===== src/rtl/ahbl_stream_fifo.sv =====
// AHB-Lite slave that queues 32-bit words written to DATA and drains them on a valid/ready stream.
// Define AHBL_STREAM_FIFO_WAIT_EN to stall full-FIFO DATA writes instead of dropping them and setting OVF.
module ahbl_stream_fifo #(
  parameter int unsigned DEPTH_LOG2 = 4
) (
  input  logic        HCLK,
  input  logic        HRESETn,
  input  logic        HSEL,
  input  logic [31:0] HADDR,
  input  logic [1:0]  HTRANS,
  input  logic        HWRITE,
  input  logic [2:0]  HSIZE,
  input  logic        HREADY,
  input  logic [31:0] HWDATA,
  output logic        HREADYOUT,
  output logic [31:0] HRDATA,
  output logic [31:0] S_TDATA,
  output logic        S_TVALID,
  input  logic        S_TREADY,
  output logic        DREQ,
  output logic        IRQ
);

  localparam int unsigned DEPTH = 1 << DEPTH_LOG2;
  localparam int unsigned LW    = DEPTH_LOG2 + 1;
  localparam logic [LW-1:0]         DEPTH_LV   = LW'(DEPTH);
  localparam logic [LW-1:0]         LV_ZERO    = LW'(0);
  localparam logic [DEPTH_LOG2-1:0] PTR_ZERO   = DEPTH_LOG2'(0);
  localparam logic [DEPTH_LOG2-1:0] PTR_ONE    = DEPTH_LOG2'(1);
  localparam logic [8:0]            THRESH_RST = 9'(DEPTH / 2);

  logic                  dp_valid_q, dp_valid_d;
  logic                  dp_write_q, dp_write_d;
  logic [7:0]            dp_addr_q, dp_addr_d;
  logic                  en_q, en_d;
  logic                  empty_ie_q, empty_ie_d;
  logic [8:0]            thresh_q, thresh_d;
  logic                  ovf_q, ovf_d;
  logic [LW-1:0]         level_q, level_d;
  logic [DEPTH_LOG2-1:0] rd_ptr_q, rd_ptr_d;
  logic [DEPTH_LOG2-1:0] wr_ptr_q, wr_ptr_d;
  logic [31:0]           mem_q [DEPTH];
  logic [31:0]           mem_d [DEPTH];

  logic        full_s, empty_s, wr_s, data_wr_s, ctrl_wr_s, thresh_wr_s;
  logic        flush_s, ovf_clr_s, push_s, pop_s, overflow_s, hreadyout_s, s_tvalid_s;
  logic [9:0]  free_s;
  logic [31:0] status_s, rdata_s;
  logic        unused_bits;

  assign unused_bits = ^{HSIZE, HADDR[31:8], HTRANS[0]};

  assign full_s      = (level_q == DEPTH_LV);
  assign empty_s     = (level_q == LV_ZERO);
  assign wr_s        = dp_valid_q & dp_write_q;
  assign data_wr_s   = wr_s & (dp_addr_q == 8'h00);
  assign thresh_wr_s = wr_s & (dp_addr_q == 8'h08);
  assign ctrl_wr_s   = wr_s & (dp_addr_q == 8'h0C);
  assign flush_s     = ctrl_wr_s & HWDATA[1];
  assign ovf_clr_s   = ctrl_wr_s & HWDATA[2];
  assign s_tvalid_s  = en_q & ~empty_s;
  // A pop never frees room for a push in the same cycle: push qualifies on the current FULL only.
  assign pop_s       = s_tvalid_s & S_TREADY & ~flush_s;
  assign push_s      = data_wr_s & ~full_s & ~flush_s;

`ifdef AHBL_STREAM_FIFO_WAIT_EN
  assign overflow_s  = 1'b0;
  assign hreadyout_s = ~(data_wr_s & full_s);
`else
  assign overflow_s  = data_wr_s & full_s;
  assign hreadyout_s = 1'b1;
`endif

  assign free_s   = 10'(DEPTH) - 10'(level_q);
  assign status_s = {13'h0000, ovf_q, full_s, empty_s, 7'h00, 9'(level_q)};

  // Address-phase capture; held while the data phase is being stretched.
  always_comb begin
    dp_valid_d = dp_valid_q;
    dp_write_d = dp_write_q;
    dp_addr_d  = dp_addr_q;
    if (HREADY) begin
      dp_valid_d = HSEL & HTRANS[1];
      dp_write_d = HWRITE;
      dp_addr_d  = HADDR[7:0];
    end else begin
      dp_valid_d = dp_valid_q;
    end
  end

  // Control registers, overflow flag and FIFO pointer/storage next state.
  always_comb begin
    en_d       = en_q;
    empty_ie_d = empty_ie_q;
    thresh_d   = thresh_q;
    ovf_d      = ovf_q;
    level_d    = level_q;
    rd_ptr_d   = rd_ptr_q;
    wr_ptr_d   = wr_ptr_q;
    mem_d      = mem_q;
    if (ctrl_wr_s) begin
      en_d       = HWDATA[0];
      empty_ie_d = HWDATA[3];
    end else begin
      en_d = en_q;
    end
    if (thresh_wr_s) begin
      thresh_d = HWDATA[8:0];
    end else begin
      thresh_d = thresh_q;
    end
    // An overflow in the same cycle as OVF_CLR wins.
    if (flush_s) begin
      ovf_d = 1'b0;
    end else if (overflow_s) begin
      ovf_d = 1'b1;
    end else if (ovf_clr_s) begin
      ovf_d = 1'b0;
    end else begin
      ovf_d = ovf_q;
    end
    if (flush_s) begin
      level_d  = LV_ZERO;
      rd_ptr_d = PTR_ZERO;
      wr_ptr_d = PTR_ZERO;
    end else begin
      level_d = level_q + LW'(push_s) - LW'(pop_s);
      if (push_s) begin
        mem_d[wr_ptr_q] = HWDATA;
        wr_ptr_d        = wr_ptr_q + PTR_ONE;
      end else begin
        wr_ptr_d = wr_ptr_q;
      end
      if (pop_s) begin
        rd_ptr_d = rd_ptr_q + PTR_ONE;
      end else begin
        rd_ptr_d = rd_ptr_q;
      end
    end
  end

  // Read-data mux, driven during the data phase from current register state.
  always_comb begin
    rdata_s = 32'h0000_0000;
    if (dp_valid_q & ~dp_write_q) begin
      case (dp_addr_q)
        8'h00:   rdata_s = 32'h0000_0000;
        8'h04:   rdata_s = status_s;
        8'h08:   rdata_s = {23'h000000, thresh_q};
        8'h0C:   rdata_s = {28'h0000000, empty_ie_q, 2'b00, en_q};
        default: rdata_s = 32'hDEAD_BEEF;
      endcase
    end else begin
      rdata_s = 32'h0000_0000;
    end
  end

  // State registers.
  always_ff @(posedge HCLK or negedge HRESETn) begin
    if (!HRESETn) begin
      dp_valid_q <= 1'b0;
      dp_write_q <= 1'b0;
      dp_addr_q  <= 8'h00;
      en_q       <= 1'b0;
      empty_ie_q <= 1'b0;
      thresh_q   <= THRESH_RST;
      ovf_q      <= 1'b0;
      level_q    <= LV_ZERO;
      rd_ptr_q   <= PTR_ZERO;
      wr_ptr_q   <= PTR_ZERO;
      for (int i = 0; i < DEPTH; i++) begin
        mem_q[i] <= 32'h0000_0000;
      end
    end else begin
      dp_valid_q <= dp_valid_d;
      dp_write_q <= dp_write_d;
      dp_addr_q  <= dp_addr_d;
      en_q       <= en_d;
      empty_ie_q <= empty_ie_d;
      thresh_q   <= thresh_d;
      ovf_q      <= ovf_d;
      level_q    <= level_d;
      rd_ptr_q   <= rd_ptr_d;
      wr_ptr_q   <= wr_ptr_d;
      mem_q      <= mem_d;
    end
  end

  assign HREADYOUT = hreadyout_s;
  assign HRDATA    = rdata_s;
  assign S_TDATA   = mem_q[rd_ptr_q];
  assign S_TVALID  = s_tvalid_s;
  assign DREQ      = en_q & (thresh_q != 9'h000) & (free_s >= {1'b0, thresh_q});
  assign IRQ       = ovf_q | (empty_ie_q & en_q & empty_s);

endmodule


===== config.mk =====
export PLATFORM = sky130hd
export DESIGN_NAME = ahbl_stream_fifo
export DESIGN_NICKNAME = d
export VERILOG_FILES = /design/src/rtl/ahbl_stream_fifo.sv
export SDC_FILE = /design/constraint.sdc
export NUM_CORES = 1
export LEC_CHECK = 0
export ABC_AREA = 1
export BUFFER_PORTS_ARGS = -buffer_cell sky130_fd_sc_hd__buf_4
export CAP_MARGIN = 20
export CORE_MARGIN = 4
export CORE_UTILIZATION = 40
export CTS_CLUSTER_SIZE = 30
export DETAILED_ROUTE_END_ITERATION = 10
export PLACE_DENSITY = 0.63
export SKIP_LAST_GASP = 1
export SYNTH_ARGS = -nofsm -noshare
export SYNTH_HDL_FRONTEND = slang
export SYNTH_SLANG_ARGS = --single-unit
export TNS_END_PERCENT = 100

===== constraint.sdc =====
create_clock -name HCLK -period 4.8 [get_ports HCLK]
set_input_delay 0.24 -clock HCLK [delete_from_list [all_inputs] [get_ports HCLK]]
set_output_delay 0.24 -clock HCLK [all_outputs]
set_load 0.03 [all_outputs]

**Yosys cells after proc, flatten, opt, wreduce, memory -nomap -nowiden**

Cells that the tools add are included.

- Bits in registers: 547
- Input port bits: 75
- Output and inout port bits: 68
- Logic and storage cells: 88

- Add/subtract/negate cells: 5
- $lt $le $gt $ge: 4
- Equality and inequality tests: 4
- Multiplexer cells: 16
- Bitwise operators: 25
- Reductions and logical operators: 8

Operators with widths:

| kind | count |
|---|---|
| 512-bit bitwise mux | 1 |
| 32-bit binary-select mux with 4-bit select | 1 |
| 32-bit demux with 4-bit select | 1 |
| 32-bit 2-to-1 mux | 4 |
| 32-bit one-hot mux with 4 select lines | 1 |
| 1-bit AND | 18 |
| 8-bit by 4-bit equality test with 1-bit output (second input constant) | 2 |
| 4-bit 2-to-1 mux | 4 |
| 10-bit by 9-bit greater-or-equal comparator with 1-bit output | 1 |
| 5-bit greater-or-equal comparator (second input constant) | 2 |
| 4-bit inverter with 5-bit output | 2 |
| 9-bit nonzero test | 1 |
| 4-bit by 1-bit adder with 4-bit output (second input constant) | 2 |
| 8-bit by 3-bit equality test with 1-bit output (second input constant) | 1 |
| 8-bit logical NOT | 1 |
| 5-bit by 5-bit subtractor with 6-bit output (first input constant) | 1 |
| 5-bit by 1-bit adder with 5-bit output | 1 |
| 5-bit equality test (second input constant) | 1 |
| 5-bit logical NOT | 1 |
| 5-bit by 1-bit < comparator with 1-bit output (second input constant) | 1 |
| 5-bit 2-to-1 mux | 1 |
| 5-bit by 1-bit subtractor with 5-bit output | 1 |
| 1-bit inverter | 4 |
| 2-bit nonzero test | 2 |
| other kinds (5) | 7 |

**Depth between registers and ports, before layout**

- Depth after elaboration: 8
- Mapped depth: 20
- Depth with buffers taken out: 20

**Worst setup path before layout**

Ideal clock, no wire load.

- Path type: reg-to-reg
- Start: register level_q[1]
- End: register level_q[4]
- Setup time: 0.118 ns
- Arrival: 3.285 ns
- Data required time: 4.682 ns
- Path slack: 1.397 ns
- Stages on the path, launching flop included: 21
- Clock period less this slack: 3.403 ns
- Cell sequence: dfrtp_1 -> inv_1 -> ha_1 -> nand2_1 -> inv_1 -> ha_1 -> nor2_1 -> nand2_1 -> inv_1 -> nand2_1 -> inv_1 -> ha_1 -> inv_1 -> ha_1 -> inv_1 -> fa_1 -> or2_2 -> nand2_1 -> a21oi_1 -> xor2_1 -> nor2_1

- Word-level cells in the longest chain between the ends: 7

RTL lines:

| item | line | source |
|---|---|---|
| start: declaration | 39 | `logic [LW-1:0] level_q, level_d;` |
| start signal: assignment | 182 | `level_q <= level_d;` |
| 5-bit logical NOT | 54 | `assign empty_s = (level_q == LV_ZERO);` |
| 1-bit inverter | 61 | `assign s_tvalid_s = en_q & ~empty_s;` |
| 1-bit AND | 61 |  |
| named net S_TVALID | 18 | `output logic S_TVALID,` |
| 1-bit AND (2 in series) | 63 | `assign pop_s = s_tvalid_s & S_TREADY & ~flush_s;` |
| 5-bit by 1-bit subtractor with 5-bit output | 127 | `level_d = level_q + LW'(push_s) - LW'(pop_s);` |
| 5-bit 2-to-1 mux | 122 | `if (flush_s) begin` |
| named net level_d[4] | 39 |  |

The timed path passes the listed nets, and every way through them passes these cells.
A chain may end at the register's enable or synchronous reset.

**Worst setup path after layout**

- Start: register rd_ptr_q[0]
- End: output S_TDATA[28]

- Word-level cells in the longest chain between the ends: 4

RTL lines:

| item | line | source |
|---|---|---|
| start: declaration | 40 | `logic [DEPTH_LOG2-1:0] rd_ptr_q, rd_ptr_d;` |
| start signal: assignment | 183 | `rd_ptr_q <= rd_ptr_d;` |
| 4-bit inverter with 5-bit output (implied by the code) | 191 | `assign S_TDATA = mem_q[rd_ptr_q];` |
| 32-bit binary-select mux with 4-bit select | 191 |  |
| 32-bit 2-to-1 mux (implied by the code) (2 in series) | 191 |  |
| end: declaration | 17 | `output logic [31:0] S_TDATA,` |

No other way between the ends. The select of a mux whose other input is x is not followed.

==> run metrics <==
GRT overflow 0; maxcap violations 0; WL final 75,500 um; largest family of logic cells by synthesized area simple AND/OR/NAND/NOR gates; Mean Syn Cell Area 8.26 um2; Hold Buf Count CTS 57; Mapped Area 25,600 um2; DR iter-0 viols 1,845; complex-gate fraction of the synthesized area 18.8%; CTS tree built; total die area 68,100 um2; Leakage Power 14.5 nW; initial antenna violation count 0; post-synthesis simple-gate area fraction 19.1%; slowest cell on the critical path dfrtp_4; startpoint type of the worst setup path flop; worst r2r src level_q[1]; Initial Utilization 40.5%; Rows 92; die width 261 um; Clock Skews 0.0143 ns; post-synthesis async set-or-reset flop share 100%; CTS sink count 547; worst slack, placed 1.34 ns; post-synthesis mux area share 0.308%; Worst Path Required 4.56 ns; status complete, no violations; ANT nets after route 0; critical path class flop to primary output; Synth cell types 38; period utilization 76.1%; worst r2r path cells 17; Rel. slew slack 21.0%; Worst Path Arrival 3.41 ns; footprint of the multi-input gates 10,200 um2; area grow syn2layout 13.4%; die height 261 um; most used cell, CP nand2_1; I/O pins 143; adder and majority gate portion of the synthesized area 1.25%; worst hold path class input port to async pin; gpl congestion 0.791; post-synth top area share 53.4%; post-synth top area cell dfrtp_1; Post-CTS Resized 0; Least-Margin Pin Slew 1.18 ns; post-synthesis sequential area ratio 53.5%; DP HPWL 39,700 um; via count 21.2k; post-synthesis xor/xnor area fraction 0.205%; vias in the first global route 20.2k; PD cells 479 nW/um2; Slew Limit Fails 0; setup TNS 0 ns; Post-synth top cells nand2_1 (962), dfrtp_1 (546), o21ai_0 (521); H-tree depth 2; Tot GR Track Use 22.1%; Tmin final 3.65 ns; Post-Route Utilization 45.9%; Peak VDD IR 0.434 mV; postcts setup bufs 0; clock-pin slew on the worst setup and hold paths 0.07 ns; n_diodes 0; number of synthesized flops with an enable pin 0; CP Cell Sequence buf_12 -> nand2_1 -> nand3_1 -> nand2_1 -> a31oi_1 -> nand2_1 -> nand2_1 -> buf_4; ranking of synthesized cells by area dfrtp_1 (53%), nand2_1 (14%), o21ai_0 (10%); worst skew pair latency 0.61 ns; worst-path fanout max 218; fin nets 3,208; Fin. Hold Viols 0; R2R setup slack 1.30 ns; sequential cell area 13,700 um2; final setup margin 1.15 ns; Post-route DRC 0; IO buf count 108; drt via density 5.30; Root Driver clkbuf_16; core area 63,200 um2; Top FF cell, synth dfrtp_1; Yosys reg bits 547; clk buf depth 3; largest net degree at the start of global routing 219; RSZ-0062 raised after global routing no; Filler cells 6,219; CTS buffer count 57; first-pass GRT wire length 119,000 um; Avg WL per Cell 18.9 um; r2r endpoint level_q[4]; most common cell in the netlist nand2_1; layout cells sized above 1 9.58%; drt pass-1 iters 5; Final Setup Violations 0; CP max stage delay 0.87 ns; Setup crit end kind primary output; yosys warns 0; max frequency 274 MHz; Cells after Synth 3,101
[cells in the final DEF (no fill, tap or decap), types with 2 or more instances in the layout]
| master | count |
|---|---|
| o211ai_1 | 13 |
| conb_1 | 6 |
| or2_2 | 2 |
| o21ai_2 | 25 |
| xor2_1 | 5 |
| o21ai_1 | 167 |
| mux2_2 | 7 |
| a21oi_1 | 125 |
| a31oi_1 | 14 |
| o21ai_0 | 521 |
| nor2_4 | 4 |
| clkbuf_8 | 13 |
| clkinv_2 | 11 |
| nand2_2 | 14 |
| nand3_1 | 85 |
| inv_1 | 105 |
| clkbuf_1 | 13 |
| nand2_4 | 7 |
| dlygate4sd3_1 | 57 |
| nand4_1 | 5 |
| inv_2 | 2 |
| nor2_1 | 150 |
| clkbuf_16 | 57 |
| buf_4 | 131 |
| clkinvlp_4 | 2 |
| nor3_1 | 4 |
| dfrtp_1 | 542 |
| clkinv_8 | 2 |
| buf_12 | 9 |
| o22ai_1 | 52 |
| dfrtp_4 | 2 |
| bufinv_16 | 5 |
| nand2_1 | 959 |
| dfrtp_2 | 2 |
| ha_1 | 24 |
[stage by stage]
| stage | hold WS, ns | power, mW | cell area, um2 | std cells |
|---|---|---|---|---|
| finish | 0.254 | 13.9 | 29000 | 3999 |
| global route | 0.332 | 14.6 | 29000 | 3999 |
| CTS | 0.287 | 14.0 | 29000 | 3998 |
| detailed placement | 0.316 | 9.41 | 26500 | 3837 |
| global placement | 0.310 | 9.40 | 26500 | 3837 |
| floorplan | -0.0556 | 7.72 | 25600 | 3105 |
[cells by family (layout without fill, tap and decap cells)]
kind of cell	count (synthesis)	count (layout)
AND/OR/NAND/NOR	1234	1234
adder cells (fa/ha/maj)	25	25
AO/OA/AOI/OAI	918	918
multiplexers	7	7
other	2	6
XOR/XNOR	6	6
flip-flops	547	547
buffers and inverters	362	410
[layer usage]
layer | share of wire (%) | vias up | GRT usage (%)
met3 | 4.9 | 124 | 3.03
met5 | 0 | - | 0
met4 | 2.5 | 0 | 6.14
met2 | 48 | 588 | 37.0
met1 | 45 | 10300 | 30.5
li1 | - | 10200 | -
[critical path: cells and delay by family (launching register included)]
| family | cells | cell delay, ns |
|---|---|---|
| and+or+nand+nor | 5 | 0.52 |
| buffers and inverters | 2 | 0.86 |
| DFF | 1 | 0.87 |
| AOI/OAI and AO/OA | 1 | 0.19 |
[state kept, by name, summed over array words and instances (netlist names)]
signal	flops
dp_addr_q	8
mem_q	512
empty_ie_q	1
dp_valid_q	1
level_q	5
ovf_q	1
dp_write_q	1
thresh_q	9
en_q	1
wr_ptr_q	4
rd_ptr_q	4
[final cells by class]
cell class              count  area share, %
clock buffers              83           5.70
clock inverters            21          0.901
multi-input cells        2196           35.1
repair buffers            198           6.03
flip-flops and latches    547           47.2
well taps                 846           3.65
inverters                 108           1.42
[how the worst max path moves through the flow]
stage,startpoint,to,slack [ns]
floorplan,level_q[1],level_q[4],1.40
global placement,level_q[1],level_q[4],1.31
detailed placement,level_q[1],level_q[4],1.34
CTS,rd_ptr_q[0],S_TDATA[12],1.22
global route,level_q[1],level_q[4],1.0
finish,rd_ptr_q[0],S_TDATA[28],1.15
[report_power, final]
part / switching, mW / internal, mW / leakage (nW) / total (mW)
clock: 1.88 / 2.65 / 0.944 / 4.53
combinational: 3.19 / 1.30 / 8.39 / 4.49
sequential: 0.178 / 4.70 / 5.20 / 4.88
total: 5.25 / 8.65 / 14.5 / 13.9
No activity file was read; power rests on OpenSTA's default activity.
